===== config.mk =====
export PLATFORM = sky130hd
export DESIGN_NAME = display_scan_driver
export DESIGN_NICKNAME = d
export VERILOG_FILES = /design/src/rtl/display_scan_driver.sv
export SDC_FILE = /design/constraint.sdc
export NUM_CORES = 1
export LEC_CHECK = 0
export CORE_MARGIN = 2
export CORE_UTILIZATION = 40
export CTS_BUF_LIST = sky130_fd_sc_hd__clkbuf_16
export CTS_CLUSTER_DIAMETER = 80
export CTS_CLUSTER_SIZE = 10
export DETAILED_ROUTE_END_ITERATION = 10
export GPL_TIMING_DRIVEN = 0
export PLACE_DENSITY_LB_ADDON = 0.1
export SLEW_MARGIN = 20
export SYNTH_ARGS = -nofsm -noshare
export SYNTH_HDL_FRONTEND = slang
export SYNTH_SLANG_ARGS = --single-unit

===== constraint.sdc =====
create_clock -name clk -period 2.8 [get_ports clk]
set_clock_uncertainty 0.05 [all_clocks]
set_input_delay 0.42 -clock clk [delete_from_list [all_inputs] [get_ports clk]]
set_output_delay 0.42 -clock clk [all_outputs]
set_load 0.01 [all_outputs]

===== src/rtl/display_scan_driver.sv =====
// Time-multiplexed BCD to seven-segment driver: scans NUM_DIGITS digits over one
// shared segment bus, with frame-coherent snapshot loading, leading-zero blanking and blink.
module display_scan_driver #(
  parameter int NUM_DIGITS   = 3,
  parameter int SCAN_DIV     = 1000,
  parameter int BLINK_FRAMES = 64,
  parameter bit SEG_ACT_LOW  = 1'b1,
  parameter bit AN_ACT_LOW   = 1'b1
) (
  input  logic                    clk,
  input  logic                    rst_n,
  input  logic [4*NUM_DIGITS-1:0] bcd_in,
  input  logic                    load,
  input  logic                    blank_lz,
  input  logic                    blink_en,
  input  logic [NUM_DIGITS-1:0]   blink_mask,
  output logic [6:0]              segs,
  output logic [NUM_DIGITS-1:0]   an,
  output logic                    frame_done,
  output logic                    update_pending
);

  localparam int IDX_W  = (NUM_DIGITS > 1) ? $clog2(NUM_DIGITS) : 1;
  localparam int SCAN_W = $clog2(SCAN_DIV);
  localparam int BLK_W  = (BLINK_FRAMES > 1) ? $clog2(BLINK_FRAMES) : 1;
  localparam int DISP_W = 4 * NUM_DIGITS;

  localparam logic [6:0]            SEGS_OFF = SEG_ACT_LOW ? 7'h7F : 7'h00;
  localparam logic [NUM_DIGITS-1:0] AN_OFF   = AN_ACT_LOW ? {NUM_DIGITS{1'b1}} : '0;

  // Active-high {g,f,e,d,c,b,a}; any non-decimal code shows a dash.
  function automatic logic [6:0] seg_encode(input logic [3:0] d);
    logic [6:0] s;
    case (d)
      4'd0:    s = 7'h3F;
      4'd1:    s = 7'h06;
      4'd2:    s = 7'h5B;
      4'd3:    s = 7'h4F;
      4'd4:    s = 7'h66;
      4'd5:    s = 7'h6D;
      4'd6:    s = 7'h7D;
      4'd7:    s = 7'h07;
      4'd8:    s = 7'h7F;
      4'd9:    s = 7'h6F;
      default: s = 7'h40;
    endcase
    return s;
  endfunction

  logic [SCAN_W-1:0]     scan_cnt_q, scan_cnt_d;
  logic [IDX_W-1:0]      idx_q, idx_d;
  logic [DISP_W-1:0]     shadow_q, shadow_d;
  logic [DISP_W-1:0]     disp_q, disp_d;
  logic                  pending_q, pending_d;
  logic [BLK_W-1:0]      blink_cnt_q, blink_cnt_d;
  logic                  hidden_q, hidden_d;
  logic [6:0]            segs_q, segs_d;
  logic [NUM_DIGITS-1:0] an_q, an_d;

  logic scan_wrap;
  logic frame_end;

  // Scan timing: digit dwell counter and digit index.
  always_comb begin
    scan_wrap  = (scan_cnt_q == SCAN_W'(SCAN_DIV - 1));
    frame_end  = scan_wrap && (idx_q == IDX_W'(NUM_DIGITS - 1));
    scan_cnt_d = scan_wrap ? '0 : scan_cnt_q + 1'b1;
    idx_d      = idx_q;
    if (scan_wrap) begin
      idx_d = frame_end ? '0 : idx_q + 1'b1;
    end
  end

  // Snapshot handshake: the display copy only changes on a frame boundary, and a
  // load landing in that same cycle is held for the following boundary.
  always_comb begin
    shadow_d  = shadow_q;
    disp_d    = disp_q;
    pending_d = pending_q;
    if (frame_end && pending_q) begin
      disp_d    = shadow_q;
      pending_d = 1'b0;
    end
    if (load) begin
      shadow_d  = bcd_in;
      pending_d = 1'b1;
    end
  end

  // Blink phase advances per frame; disabling blink snaps back to visible.
  always_comb begin
    blink_cnt_d = blink_cnt_q;
    hidden_d    = hidden_q;
    if (!blink_en) begin
      blink_cnt_d = '0;
      hidden_d    = 1'b0;
    end else if (frame_end) begin
      if (blink_cnt_q == BLK_W'(BLINK_FRAMES - 1)) begin
        blink_cnt_d = '0;
        hidden_d    = ~hidden_q;
      end else begin
        blink_cnt_d = blink_cnt_q + 1'b1;
      end
    end
  end

  logic [NUM_DIGITS-1:0] zero_from;
  logic [NUM_DIGITS-1:0] an_onehot;
  logic [3:0]            cur_digit;
  logic                  cur_blank;
  logic [6:0]            seg_raw;
  logic                  all_zero;

  // Output decode: zero_from[k] means digit k and every higher digit are zero.
  always_comb begin
    zero_from = '0;
    all_zero  = 1'b1;
    for (int k = NUM_DIGITS - 1; k >= 0; k--) begin
      all_zero     = all_zero && (disp_q[4*k +: 4] == 4'd0);
      zero_from[k] = all_zero;
    end

    an_onehot = '0;
    cur_digit = 4'd0;
    cur_blank = 1'b0;
    for (int k = 0; k < NUM_DIGITS; k++) begin
      if (idx_q == IDX_W'(k)) begin
        an_onehot[k] = 1'b1;
        cur_digit    = disp_q[4*k +: 4];
        cur_blank    = (blank_lz && (k != 0) && zero_from[k]) ||
                       (hidden_q && blink_en && blink_mask[k]);
      end
    end

    seg_raw = cur_blank ? 7'h00 : seg_encode(cur_digit);
    segs_d  = seg_raw ^ {7{SEG_ACT_LOW}};
    an_d    = an_onehot ^ {NUM_DIGITS{AN_ACT_LOW}};
  end

  // State and output registers.
  always_ff @(posedge clk or negedge rst_n) begin
    if (!rst_n) begin
      scan_cnt_q  <= '0;
      idx_q       <= '0;
      shadow_q    <= '0;
      disp_q      <= '0;
      pending_q   <= 1'b0;
      blink_cnt_q <= '0;
      hidden_q    <= 1'b0;
      segs_q      <= SEGS_OFF;
      an_q        <= AN_OFF;
    end else begin
      scan_cnt_q  <= scan_cnt_d;
      idx_q       <= idx_d;
      shadow_q    <= shadow_d;
      disp_q      <= disp_d;
      pending_q   <= pending_d;
      blink_cnt_q <= blink_cnt_d;
      hidden_q    <= hidden_d;
      segs_q      <= segs_d;
      an_q        <= an_d;
    end
  end

  assign segs           = segs_q;
  assign an             = an_q;
  assign frame_done     = frame_end;
  assign update_pending = pending_q;

endmodule


==> reports/summary.txt <==
Maxcap violations -> 0
Synth area leader -> dfrtp_1
Post-detailed-routing wire length -> 4790 um
Count of buffers from port buffering -> 30
DR iter-0 viols -> 69
Placed Cells -> 318
Worst Setup Path Type -> reg -> out
Int Pwr -> 1170 uW
Post-Syn Nets -> 238
Total negative slack -> 0 ns
Share of cells above drive strength 1 -> 24.9%
Sw Share -> 21.7%
Post-synth cell types -> 57
Relative slew margins -> 55.3%
Critical path arrival -> 1.99 ns
Yosys warnings -> 0
Grt ovf -> 0
WP buf/inv -> 2
CTS tree -> yes
Post-synth EDFFs -> 0
Count of mapped cells out of synthesis -> 211
ANT cells -> 0
Post-route ant nets -> 0
Initial Util -> 41.4%
Die area -> 7270 um^2
CP cell instances -> ha_1, and4bb_4, nand4_4, inv_1, clkdlybuf4s50_1
Share of power burned in registers -> 53.9%
# IOs -> 32
Fmax -> 407 MHz
Number of global-route vias before repair -> 1717
Largest net degree at the start of global routing -> 55
Startpoint Class -> flop
Clk network pwr share -> 41.7%
Syn_area_per_cell -> 12.5 um^2
Core region area -> 6390 um^2
DR pass1 iterations -> 4
Fin crit period -> 2.46 ns
Worst setup EP type -> output pin
Register area share after synthesis -> 51.6%
Share of Yosys cell area claimed by the top area cell type -> 41.7%
Final WS setup -> 0.345 ns
Fin. Hold Viols -> 0
Fin cells -> 326
Total GRT Usage -> 14.6%
Mapped Area -> 2640 um^2
Clk Latency, worst-skew pair -> 0.29 ns
Initial antenna violation count -> 0
Die width -> 85.3 um
Main synth FF type -> dfrtp_1
Nets -> 275
Synthesized flop and latch total -> 54
Static Leak -> 0.00141 uW
Die Ht -> 85.3 um
# clock sinks -> 54
Vias per inst -> 5.39
Tightest Pin Transition -> 0.670 ns
GP Congestion -> 0.863
Ys async rst share -> 100%
DRC -> 0
Synth top cells by count -> 44 x dfrtp_1, 14 x mux2_2, 10 x dfstp_2, 10 x mux2_4, 10 x nor2_1
First-pass GRT wire length -> 8580 um
Status -> finished, final reports clean
Hold WC Path Type -> in -> async
Crit path max-delay family -> buffers and inverters
# H-tree levels -> 2
Total setup buffers inserted after CTS -> 0
Layout fillers -> 594
Top-count cell post-synth -> dfrtp_1
Post-placement setup slack -> 0.603 ns
CP max-delay cell -> clkdlybuf4s50_1
Bufs on Longest Clock Path -> 2
Clk slew on worst S/H paths -> 0.07 ns
Final setup fails -> 0
Period utilization -> 87.7%
Final HPWL DP -> 3450 um
Pwr/cell area -> 470 nW/um^2
Root buf cell -> clkbuf_16
CTS-repair resized insts -> 0
Vias -> 1758
RSZ-0062 raised after global routing -> false
Switch Pwr -> 324 uW
DR WL/cell -> 14.7 um
Combinational share of power -> 4.5%
Hold_buf cts -> 0
Cell row count -> 29
Crit-path max FO -> 6
CTS Buf Count -> 5
Critical path required time -> 2.33 ns
Slew Viols, Final -> 0
Largest cells by area after synthesis -> dfrtp_1 42%, dfstp_2 9.9%, mux2_2 6.0%
Worst IR Drop VDD -> 0.258 mV
CP max stage delay -> 0.53 ns
Layout area overhead -> 20.6%
==> state kept, by name, summed over array words and instances (netlist names) <==
register,count
disp_q,12
shadow_q,12
scan_cnt_q,10
segs,7
blink_cnt_q,6
an,3
idx_q,2
hidden_q,1
update_pending,1
==> final timing paths <==
check / startpoint / end / slack [ns] / depth (start not counted)
setup / recovery: scan_cnt_q[0] / frame_done / 0.34 / 5
min in group clk: scan_cnt_q[0] / scan_cnt_q[0] / 0.41 / 1
hold reg to reg: scan_cnt_q[0] / scan_cnt_q[0] / 0.41 / 1
setup reg to reg: idx_q[0] / segs[3] / 0.76 / 7
hold / removal: rst_n / blink_cnt_q[2] / 0.09 / 1
max in group asynchronous: rst_n / scan_cnt_q[5] / 2.13 / 1
==> kinds of logic (layout without fill, tap and decap cells) <==
kind of cell	after synthesis	after routing	synth area share (%)
DFF	54	54	51.6
muxes	31	31	14.3
adders and majority gates	7	7	3.31
AOI/OAI and AO/OA	37	37	10.5
buffers and inverters	15	53	3.12
and+or+nand+nor	60	60	14.8
xor gates and xnor gates	7	7	2.32
==> power groups by stage <==
stage | Combinational [uW] | Clock [uW] | Sequential (uW)
detailed placement | 69.1 | 0 | 822
global route | 75.6 | 681 | 808
finish | 66.7 | 624 | 806
CTS | 69.4 | 647 | 807
global placement | 69.6 | 0 | 821
floorplan | 24.6 | 0 | 818
==> through the flow <==
stage	hold WS (ns)	instance area (um^2)	utilization, %	power [uW]
2_1_floorplan	0.0744	2640	-	843
3_3_place_gp	0.404	3040	47.6	891
3_5_place_dp	0.402	3040	47.6	891
4_1_cts	0.145	3190	49.9	1520
5_1_grt	0.173	3190	49.9	1560
6_report	0.0932	3190	49.9	1500
==> layout by cell type (no fill, tap or decap), types with 5 or more instances in the layout <==
cell type        count
clkbuf_16            5
clkdlybuf4s50_1     29
dfrtp_1             44
dfstp_2             10
ha_1                 7
inv_1                6
mux2_2              14
mux2_4              10
mux2i_1              7
nand2_1              8
nand3_1              5
nor2_1              10
o21ai_0              7
xor2_1               5
==> worst register-to-register path: stages, from the launching register on <==
cell	delay (ns)
dfrtp_1	0.40
buf_6	0.15
mux2i_1	0.12
o2bb2ai_1	0.34
inv_1	0.15
ha_1	0.31
nor4_1	0.28
o311ai_1	0.14
==> routing by layer <==
| layer | track usage (%) | routed length [um] |
|---|---|---|
| met1 | 21.6 | 2500 |
| met2 | 21.6 | 2110 |
| met3 | 3.21 | 143 |
| met4 | 3.90 | 42 |
| met5 | 0 | 0 |
==> area by class of cell <==
cell class / count / area, um^2 / area share, %
well taps: 77 / 96.3 / 3.02
clock buffers: 5 / 125 / 3.93
flip-flops and latches: 54 / 1360 / 42.8
multi-input cells: 142 / 1200 / 37.5
repair buffers: 30 / 298 / 9.34
plain buffers: 9 / 60.1 / 1.88
inverters: 6 / 22.5 / 0.707
clock inverters: 3 / 25.0 / 0.785
No activity file was read; power rests on OpenSTA's default activity.
==> patch 1, RTL diff (same settings) <==
Add an input register stage for `bcd_in`, `load`, `blank_lz`, `blink_en` and `blink_mask`; this delays them by one clock. Comments in the files are not updated.
--- a/src/rtl/display_scan_driver.sv
+++ b/src/rtl/display_scan_driver.sv
@@ -27,6 +27,20 @@
 
   localparam logic [6:0]            SEGS_OFF = SEG_ACT_LOW ? 7'h7F : 7'h00;
   localparam logic [NUM_DIGITS-1:0] AN_OFF   = AN_ACT_LOW ? {NUM_DIGITS{1'b1}} : '0;
+
+  logic [4*NUM_DIGITS-1:0] bcd_q;
+  logic load_q;
+  logic blank_lz_q;
+  logic blink_en_q;
+  logic [NUM_DIGITS-1:0] blink_mask_q;
+
+  always_ff @(posedge clk) begin
+    bcd_q        <= bcd_in;
+    load_q       <= load;
+    blank_lz_q   <= blank_lz;
+    blink_en_q   <= blink_en;
+    blink_mask_q <= blink_mask;
+  end
 
   // Active-high {g,f,e,d,c,b,a}; any non-decimal code shows a dash.
   function automatic logic [6:0] seg_encode(input logic [3:0] d);
@@ -81,8 +95,8 @@
       disp_d    = shadow_q;
       pending_d = 1'b0;
     end
-    if (load) begin
-      shadow_d  = bcd_in;
+    if (load_q) begin
+      shadow_d  = bcd_q;
       pending_d = 1'b1;
     end
   end
@@ -91,7 +105,7 @@
   always_comb begin
     blink_cnt_d = blink_cnt_q;
     hidden_d    = hidden_q;
-    if (!blink_en) begin
+    if (!blink_en_q) begin
       blink_cnt_d = '0;
       hidden_d    = 1'b0;
     end else if (frame_end) begin
@@ -127,8 +141,8 @@
       if (idx_q == IDX_W'(k)) begin
         an_onehot[k] = 1'b1;
         cur_digit    = disp_q[4*k +: 4];
-        cur_blank    = (blank_lz && (k != 0) && zero_from[k]) ||
-                       (hidden_q && blink_en && blink_mask[k]);
+        cur_blank    = (blank_lz_q && (k != 0) && zero_from[k]) ||
+                       (hidden_q && blink_en_q && blink_mask_q[k]);
       end
     end
 
Formal check against the unedited RTL: not equivalent (a bounded check fails within 4 cycles, from zero or initial values and one cycle with rst_n low).
==> patch 1 against the unedited design <==
- final area rose by 16%
- sequential cell count rose by 18
- routed wire length rose by 5.2%
- non-clock buffer count did not move
- total power rose by 56%
- global-route usage fell by 0.51 points
- core utilization rose by 1.6 points
- area after synthesis rose by 11%
- worst setup slack got worse by 0.16 ns
- critical endpoint unchanged
- highest routed layer unchanged
==> patch 1: results (changes against the unedited design) <==
The half-perimeter wire length after detailed placement was 3390 um (-1.6%). The sequential fraction of the synthesis area came out at 0.585 (+0.0693). The count of non-filler cells in the finished layout came out at 373 (+14%). The number of DRC markers in iteration 0 was 86 (+25%). The routed length on met3 came out at 235 um (+64%).

The total CTS buffers came out at 9 (+4). The register-to-register setup slack came out at 0.47 ns (-0.29 ns). The share of async-settable or async-resettable flops after synthesis came out at 0.750 (-0.250). The final antenna diode count is 0 (unchanged).

The worst-case hold slack came to 0.0791 ns (-0.0142 ns). The number of nets in the finished design was 296 (+7.6%). The flow ran to the end, and the final reports show no timing, DRC or antenna violations. The cell type group with the largest total delay on the critical path is simple AND/OR/NAND/NOR gates. The setup slack at placement came out at 0.220 ns (-0.383 ns). The met2 wirelength from detailed routing is 2190 um (+3.9%). The number of H-tree branching levels is 3 (+1). The number of nets in the synthesized netlist came out at 254 (+6.7%). The leakage power summed over all cells is 1.60 nW (+13%). The synthesized-area fraction occupied by xor and xnor cells is 0.0178 (-0.00536). Ranked by total cell area, the synthesized netlist is headed by sky130_fd_sc_hd__dfrtp_1, sky130_fd_sc_hd__dfxtp_1, sky130_fd_sc_hd__mux2_2. The fraction of final layout cells with drive strength greater than 1 was 0.230 (-0.0191). The data arrival at the endpoint of the critical path is 2.15 ns (+0.16 ns). The routed wirelength normalized by instance count was 13.5 um (-8.1%). The last weighted congestion value of the routability-driven placer came out at 0.835 (-3.2%). The largest fanout on the critical path is 10 (+4). The via count of the routed design is 1,869 (+6.3%).

The share of the synthesized area in compound gates (AO/OA/AOI/OAI) was 0.0756 (-0.0295). The port buffer count came out at 31 (+3.3%). Ranked by instance count, the synthesized netlist is headed by sky130_fd_sc_hd__dfrtp_1, sky130_fd_sc_hd__mux2_2, sky130_fd_sc_hd__dfxtp_1.

The met1 layer wirelength in the final routing came out at 2500 um (about the same). In the final layout, the registers with the most flip-flops are bcd_q x12, disp_q x12, shadow_q x12. The via count of the first global-routing pass came to 1,775 (+3.4%). The adder and majority cell fraction of the synthesized area is 0.0297 (-0.00341). The number of placed instances, taps included is 357 (+12%). The slowest stage of the critical path belongs to the cell sky130_fd_sc_hd__or4_4. The multiplexer share of the synthesized area is 0.123 (-0.0202). The maximum clock insertion buffer count came out at 2 (unchanged). The slew at the pin closest to its max-slew limit came out at 0.708 ns (+0.0377 ns). In this run the critical register-to-register path is captured at disp_q[5]. The first-pass GRT wire length came out at 8970 um (+4.6%).

The overall track demand over capacity in global routing is 0.140 (-0.00515). The number of cell instances on the worst register-to-register path came out at 6 (-1). The launch point of the worst path is scan_cnt_q[0].

The worst stage delay on the critical path is 0.45 ns (-0.08 ns). The maximum vdd ir drop is 0.347 mV (+35%). The mean instance size in the synthesized netlist came to 13.0 sq um (+3.6%). The number of distinct library cell variants in the gate-level netlist after synthesis came out at 51 (-11%).

The post-layout minimum cycle time came to 2.62 ns (+0.160 ns).
[patch 1: cell types whose count changed after synthesis, moves of 3 or more]
cell | unedited run | this run
sky130_fd_sc_hd__a31oi_1 | 3 | 0
sky130_fd_sc_hd__nand4b_1 | 0 | 4
sky130_fd_sc_hd__xor2_1 | 5 | 2
sky130_fd_sc_hd__mux2_2 | 14 | 25
sky130_fd_sc_hd__dfxtp_1 | 0 | 18
sky130_fd_sc_hd__nand2b_1 | 1 | 4
sky130_fd_sc_hd__o21ai_0 | 7 | 3
sky130_fd_sc_hd__o311ai_0 | 0 | 4
sky130_fd_sc_hd__buf_2 | 3 | 0
sky130_fd_sc_hd__o311ai_1 | 4 | 0
sky130_fd_sc_hd__mux2_4 | 10 | 0
[patch 1: cell type report]
type / instances / area (sq um)
multi-input combinational: 139 / 1120
clock buffer: 9 / 225
buffer: 8 / 77.6
tap: 99 / 124
inverter: 8 / 30.0
timing repair buffer: 31 / 307
fill: 625 / 3480
clock inverter: 7 / 88.8
sequential: 72 / 1720
[patch 1: through the flow]
step                      cell area [sq um]  power (mW)
after CTS                              3690        2.37
after detailed placement               3380        1.17
after global placement                 3380        1.17
final                                  3690        2.34
after floorplan                        2950        1.12
after global routing                   3690        2.43
[patch 1: metal layers]
layer  vias to the layer above  track usage
met5                         -            0
met4                         0       0.0692
met3                        10       0.0444
met2                        44        0.198
met1                       901        0.196
li1                        914            -
[patch 1: report_power, final]
part	leakage, nW	internal, mW	switching (mW)
registers	0.823	1.07	0.0136
clock network	0.158	0.772	0.415
logic	0.614	0.0395	0.0283
[patch 1: timing repair]
item | CTS | global route
setup endpoints to repair | 1 | 0
setup buffers | 0 | 0
resized for setup | 2 | 0
==> patch 2, RTL diff (same settings) <==
Without the edit above. `SEG_ACT_LOW`: 1'b1 -> 1'b0.
--- a/src/rtl/display_scan_driver.sv
+++ b/src/rtl/display_scan_driver.sv
@@ -4,7 +4,7 @@
   parameter int NUM_DIGITS   = 3,
   parameter int SCAN_DIV     = 1000,
   parameter int BLINK_FRAMES = 64,
-  parameter bit SEG_ACT_LOW  = 1'b1,
+  parameter bit SEG_ACT_LOW  = 1'b0,
   parameter bit AN_ACT_LOW   = 1'b1
 ) (
   input  logic                    clk,
Formal check against the unedited RTL: not equivalent (Yosys sat finds a counterexample within 4 cycles, from zero or initial values and one cycle with rst_n low).
==> patch 2 against the unedited design <==
- final area is 2.9% lower
- sequential cell count stayed put
- clock power is 5.9% lower
- maximum frequency is 4.8% lower
- sequential power hardly changed
- routed wire length is 6.0% lower
- core utilization is 0.63 points lower
- area after synthesis is 3.4% lower
- total power is 2.4% lower
- worst setup slack worse by 0.12 ns
- critical path type unchanged
- critical endpoint unchanged
- largest cell class unchanged
==> patch 2: results (changes against the unedited design) <==
The area taken by flip-flops and latches came out at 1360 sq um (-0.64%). The met2 usage in global routing came to 0.210 (-0.00573). The leakage power summed over all cells is 1.42 nW (+0.39%).

The run finished with clean final reports. The met1 layer wirelength in the final routing is 2190 um (-12%). The data arrival at the endpoint of the critical path came out at 2.11 ns (+0.12 ns). The global-route met3 utilization is 0.0346 (+0.00252). The number of ordinary inverters in the final layout is 8 (+2).

The met1 layer usage reported by global route is 0.196 (-0.0200). The worst-case headroom to the max-slew limit came to 0.548 (-0.00502). The placed standard-cell area was 2950 sq um (-2.9%). The sequential fraction of the synthesis area is 0.531 (+0.0145). The commonest cells after synthesis are sky130_fd_sc_hd__dfrtp_1, sky130_fd_sc_hd__mux2_2, sky130_fd_sc_hd__mux2_4, sky130_fd_sc_hd__nor2_1. The clock distribution area overhead in the final layout came out at 0.0445 (-0.00262). The number of nets in the synthesized netlist is 231 (-2.9%). The fraction of the core area covered by cells at the end of the flow is 0.493 (-0.00629). The post-detailed-route via-to-cell ratio is 5.09 (-5.5%). The net load switching power is 301 uW (-7.3%). The last weighted congestion value of the routability-driven placer came out at 0.807 (-6.4%). The cell count after synthesis is 205 (-2.8%).

The met2 wirelength from detailed routing is 2090 um (-0.76%). The post-layout minimum cycle time is 2.58 ns (+0.125 ns). The fraction of final layout cells with drive strength greater than 1 is 0.234 (-0.0154). The endpoint identified for the worst register-to-register timing path is segs[3]. The number of nets in the finished design came out at 269 (-2.2%).
patch 2: changes by cell type after synthesis, moves of 3 or more:
cell / before / now
sky130_fd_sc_hd__nand3_1: 5 / 9
sky130_fd_sc_hd__or3_1: 2 / 5
sky130_fd_sc_hd__dfstp_2: 10 / 3
sky130_fd_sc_hd__o211ai_1: 3 / 0
sky130_fd_sc_hd__a22oi_1: 0 / 3
sky130_fd_sc_hd__mux2_2: 14 / 19
sky130_fd_sc_hd__o21ai_0: 7 / 4
sky130_fd_sc_hd__o311ai_1: 4 / 0
sky130_fd_sc_hd__dfrtp_1: 44 / 51
patch 2: timing repair:
item | CTS | global route
endpoints found under the setup margin | 1 | 0
resized for setup | 0 | 0
buffers inserted | 1 | 0
patch 2: logic make-up after synthesis:
kind of cell / after synthesis / synth area share
muxes: 35 / 0.166
and+or+nand+nor: 60 / 0.140
AOI/OAI and AO/OA: 29 / 0.0818
xor gates and xnor gates: 7 / 0.0240
adders and majority gates: 6 / 0.0294
buffers and inverters: 14 / 0.0284
DFF: 54 / 0.531
